===== src/rtl/twos_comp_to_sign_bcd.sv =====
// Converts a signed two's-complement value to sign, magnitude and packed BCD
// using a sequential double-dabble with a start/busy/done handshake.
module twos_comp_to_sign_bcd #(
  parameter int bits   = 8,
  parameter int DIGITS = 3
) (
  input  logic                  clk,
  input  logic                  rst,
  input  logic                  start,
  input  logic [bits:0]         value,
  output logic                  busy,
  output logic                  done,
  output logic                  sign,
  output logic [bits:0]         magnitude,
  output logic [4*DIGITS-1:0]   bcd
);

  localparam int CW = $clog2(bits + 2);
  localparam logic [CW-1:0] CNT_INIT = CW'(bits + 1);

  typedef enum logic [1:0] {IDLE, CONV, DONE} state_t;

  state_t              state;
  logic [CW-1:0]       count;
  logic [4*DIGITS-1:0] scratch;
  logic [4*DIGITS-1:0] scratch_adj;
  logic [4*DIGITS-1:0] next_scratch;
  logic [bits:0]       work_mag;
  logic [bits:0]       mag_hold;
  logic [bits:0]       abs_mag;
  logic                work_sign;

  // Magnitude comes straight from the operand; -2**bits fits because the
  // result is bits+1 wide.
  assign abs_mag = value[bits] ? (~value + 1'b1) : value;

  // NOTE: every always_comb output gets a default before any conditional
  // update so no latch can be inferred.
  always_comb begin
    scratch_adj = scratch;
    for (int i = 0; i < DIGITS; i++) begin
      if (scratch[4*i +: 4] >= 4'd5)
        scratch_adj[4*i +: 4] = scratch[4*i +: 4] + 4'd3;
    end
    next_scratch = {scratch_adj[4*DIGITS-2:0], work_mag[bits]};
  end

  // NOTE: all state is updated with non-blocking assignments so every
  // register sees the pre-edge values of the others.
  always_ff @(posedge clk) begin
    if (rst) begin
      state     <= IDLE;
      count     <= '0;
      scratch   <= '0;
      work_mag  <= '0;
      mag_hold  <= '0;
      work_sign <= 1'b0;
      busy      <= 1'b0;
      done      <= 1'b0;
      sign      <= 1'b0;
      magnitude <= '0;
      bcd       <= '0;
    end else begin
      case (state)
        IDLE: begin
          if (start) begin
            state     <= CONV;
            busy      <= 1'b1;
            work_sign <= value[bits];
            work_mag  <= abs_mag;
            mag_hold  <= abs_mag;
            scratch   <= '0;
            count     <= CNT_INIT;
          end
        end
        CONV: begin
          scratch  <= next_scratch;
          work_mag <= {work_mag[bits-1:0], 1'b0};
          count    <= count - CW'(1);
          // Visible outputs change only on the final shift to avoid flicker.
          if (count == CW'(1)) begin
            state     <= DONE;
            done      <= 1'b1;
            sign      <= work_sign;
            magnitude <= mag_hold;
            bcd       <= next_scratch;
          end
        end
        DONE: begin
          state <= IDLE;
          busy  <= 1'b0;
          done  <= 1'b0;
        end
        default: begin
          state <= IDLE;
          busy  <= 1'b0;
          done  <= 1'b0;
        end
      endcase
    end
  end

endmodule


===== config.mk =====
export PLATFORM = sky130hd
export DESIGN_NAME = twos_comp_to_sign_bcd
export DESIGN_NICKNAME = d
export VERILOG_FILES = /design/src/rtl/twos_comp_to_sign_bcd.sv
export SDC_FILE = /design/constraint.sdc
export NUM_CORES = 1
export LEC_CHECK = 0
export CORE_UTILIZATION = 56
export CTS_BUF_LIST = sky130_fd_sc_hd__clkbuf_8 sky130_fd_sc_hd__clkbuf_16
export DETAILED_ROUTE_END_ITERATION = 10
export DONT_BUFFER_PORTS = 1
export PLACE_DENSITY_LB_ADDON = 0.12
export SLEW_MARGIN = 25
export SYNTH_ARGS = -nofsm -noshare
export SYNTH_HDL_FRONTEND = slang
export SYNTH_SLANG_ARGS = --single-unit

===== constraint.sdc =====
create_clock -name clk -period 1.5 [get_ports clk]
set_input_delay 0.075 -clock clk [delete_from_list [all_inputs] [get_ports clk]]
set_output_delay 0.075 -clock clk [all_outputs]
set_load 0.02 [all_outputs]

==> flow_metrics.env <==
export IMPL_status="finished with violations"
export IMPL_violations="DRC, hold timing, setup timing"
export IMPL_start_util=0.601
export IMPL_antenna_found_initial=0
export IMPL_power_density_nw_per_um2=1110
export IMPL_drtAntennaViolNets=0
export IMPL_n_antenna_cell=0
export IMPL_detailroute_wirelength_met3_um=390
export IMPL_hold_viol=45
export IMPL_power_frac_clock=0.426
export IMPL_hold_buffers=5
export IMPL_finalPower_mw=3.85
export IMPL_maxSlewHeadroom=0.678
export IMPL_ir_drop_mv=0.987
export IMPL_holdWs_ns=-0.187
export IMPL_cp_slowest_cell="or3b_4"
export IMPL_synthDistinctLibCells=47
export IMPL_clock_sinks=61
export IMPL_hold_class="input port to register"
export IMPL_final_cell_mix="dfxtp_1, nand2_1, a21oi_1"
export IMPL_vias_per_cell=6.06
export IMPL_finalCritPeriodShare=1.10
export IMPL_ys_async_sr_fraction=0
export IMPL_nets=367
export IMPL_rr_worst_depth=7
export IMPL_met2WireLength_mm=3.27
export IMPL_path_max_fanout=11
export IMPL_wl_met1_mm=3.21
export IMPL_worst_slack_ns=-0.144
export IMPL_synthCells=316
export IMPL_first_pass_iters=8
export IMPL_intPower_mw=2.92
export IMPL_rsz0062_at_grt="yes"
export IMPL_final_common_cell="dfxtp_1"
export IMPL_drt_wirelength_per_cell_um=17.3
export IMPL_power_switching_mw=0.933
export IMPL_ys_flop_type="dfxtp_1"
export IMPL_setup_worst_path_start_class="register"
export IMPL_cts_buffers_inserted=9
export IMPL_synth_warnings=0
export IMPL_hold_depth=1
export IMPL_layout_drive_gt1_share=0.296
export IMPL_synthesis_nets=337
export IMPL_cp_data_arrival_time_ns=1.87
export IMPL_required_ns=1.72
export IMPL_p_sw_frac=0.243
export IMPL_hpwlAfterDp_mm=4.02
export IMPL_worst_setup_path_type="register to register"
export IMPL_seq_power_share=0.456
export IMPL_yosysSeqAreaShare=0.454
export IMPL_routed_wl_mm=6.96
export IMPL_die_w_um=71.3
export IMPL_final_max_slew_violation_count=0
export IMPL_cap_violations=0
export IMPL_die_h_um=71.3
export IMPL_vias=2444
export IMPL_synth_area_per_cell_um2=8.51
export IMPL_fmax_mhz=608
export IMPL_ioPinCount=36
export IMPL_fp_row_count=24
export IMPL_cts_max_level=3
export IMPL_hold_start="rst"
export IMPL_leakage_nw=1.29
export IMPL_clock_latency_ns=0.33
export IMPL_cts_tree="built"
export IMPL_core_um2=4470
export IMPL_grt_ovfl_total=0
export IMPL_combPwrFrac=0.118
export IMPL_setup_viol=24
export IMPL_fin_skew_ns=0.00650
export IMPL_worstMarginPinSlew_ns=0.483
export IMPL_layout_area_overhead_vs_synth_pct=28.5
export IMPL_crit_chain="inv_2, ha_4, or3b_4, or2_4, buf_12, nor3_2, nor3_1"
export IMPL_drt_iter0_markers=324
export IMPL_ys_ff_latch=61
export IMPL_cp_startpoint="count[1]$_SDFFE_PP0P_"
export IMPL_path_clk_slew_ns=0.07
export IMPL_utilization=0.772
export IMPL_synth_area_um2=2690
export IMPL_cts_root_buffer="clkbuf_8"
export IMPL_period_minus_slack_ns=1.64
export IMPL_endpoint_kind="register"
export IMPL_reg2reg_from="count[1]$_SDFFE_PP0P_"
export IMPL_grt_max_degree=50
export IMPL_clock_path_buffers=2
export IMPL_max_stage_delay_ns=0.39
export IMPL_die_area_um2=5080
export IMPL_grt_pass1_vias=2269
export IMPL_gp_congestion=0.766
export IMPL_placement_io_buffers=0
export IMPL_grt_first_pass_wirelength_mm=10.5
export IMPL_synth_edf_count=0
export IMPL_top_layer_used="met4"
export IMPL_grt_util_all_layers=0.266
export IMPL_drc=3
through the flow:
step,TNS [ns],area (µm²),instances,setup slack (ns)
final,-1.44,3460,403,-0.144
after global placement,-0.918,2900,378,-0.116
after detailed placement,-1.77,2900,378,-0.170
after global routing,-2.88,3460,403,-0.184
after floorplan,-0.887,2690,316,-0.0782
after CTS,-1.31,3210,400,-0.117
final timing paths:
check	end	slack [ns]
worst max-delay path	bcd[8]$_SDFFE_PP0P_	-0.14
worst min-delay path	magnitude[7]$_SDFFE_PP0P_	-0.19
worst max register to register	bcd[8]$_SDFFE_PP0P_	-0.14
worst min register to register	sign$_SDFFE_PP0P_	0.44
sequential cells by signal, indices dropped and copies added, names as in the netlist:
register,flops
busy,1
count,4
state,2
bcd,12
done,1
mag_hold,9
sign,1
magnitude,9
scratch,12
work_mag,9
work_sign,1
synthesized netlist by cell type, types with 3 or more instances:
cell type / number / area (µm²)
nor2_1: 19 / 71.3
o32ai_1: 3 / 26.3
mux2_2: 3 / 33.8
buf_2: 8 / 40.0
a21oi_1: 36 / 180
ha_1: 9 / 113
o31ai_1: 3 / 22.5
nand2_1: 46 / 173
xnor2_1: 5 / 43.8
nand2b_1: 6 / 37.5
o22ai_1: 10 / 62.6
a22oi_1: 3 / 22.5
nand3_1: 13 / 65.1
nor3b_1: 6 / 45.0
o21ai_0: 11 / 55.1
clkbuf_1: 8 / 30.0
a211oi_2: 3 / 37.5
nor3_1: 16 / 80.1
inv_1: 14 / 52.6
dfxtp_1: 61 / 1220
timing repair:
item                                    CTS  global route
gates cloned                              0             1
setup buffers                             1             3
endpoints found under the setup margin   24            35
gates resized for setup                   7            53
pin swaps                                 1             8
endpoints found under the hold margin    49            46
area by class of cell:
cell class                 count  area (µm²)
sequential                    61        1230
clock buffer                  11         151
fill                         287        1020
clock inverter                 5        73.8
timing repair buffer          39         353
multi-input combinational    221        1530
inverter                      14        52.6
tap                           52        65.1
per-layer routing:
layer / up-vias / GRT usage
li1: 1167 / -
met4: 0 / 0.0733
met5: - / 0
met2: 87 / 0.418
met1: 1178 / 0.368
met3: 12 / 0.0647
critical path, delay by kind of cell, from the launching register on:
| family | cells | cell delay [ns] |
|---|---|---|
| adders and majority gates | 1 | 0.11 |
| and+or+nand+nor | 4 | 0.89 |
| buffers and inverters | 2 | 0.22 |
| DFF | 1 | 0.32 |
power groups by stage:
stage	registers [mW]	logic, mW	clock network, mW
3_3_place_gp	1.78	0.379	0
5_1_grt	1.76	0.496	1.75
2_1_floorplan	1.78	0.269	0
3_5_place_dp	1.79	0.384	0
4_1_cts	1.75	0.412	1.66
6_report	1.76	0.454	1.64
cells by family (layout without fill, tap and decap cells):
| group | Yosys count | after routing | share of synthesized area |
|---|---|---|---|
| multiplexers | 4 | 4 | 0.0163 |
| AO/OA/AOI/OAI | 82 | 82 | 0.190 |
| AND/OR/NAND/NOR | 120 | 120 | 0.219 |
| buffers and inverters | 34 | 69 | 0.0586 |
| flip-flops | 61 | 61 | 0.454 |
| XOR/XNOR | 6 | 6 | 0.0195 |
| adder cells (fa/ha/maj) | 9 | 9 | 0.0419 |
Power figures use the tool's default switching activity.
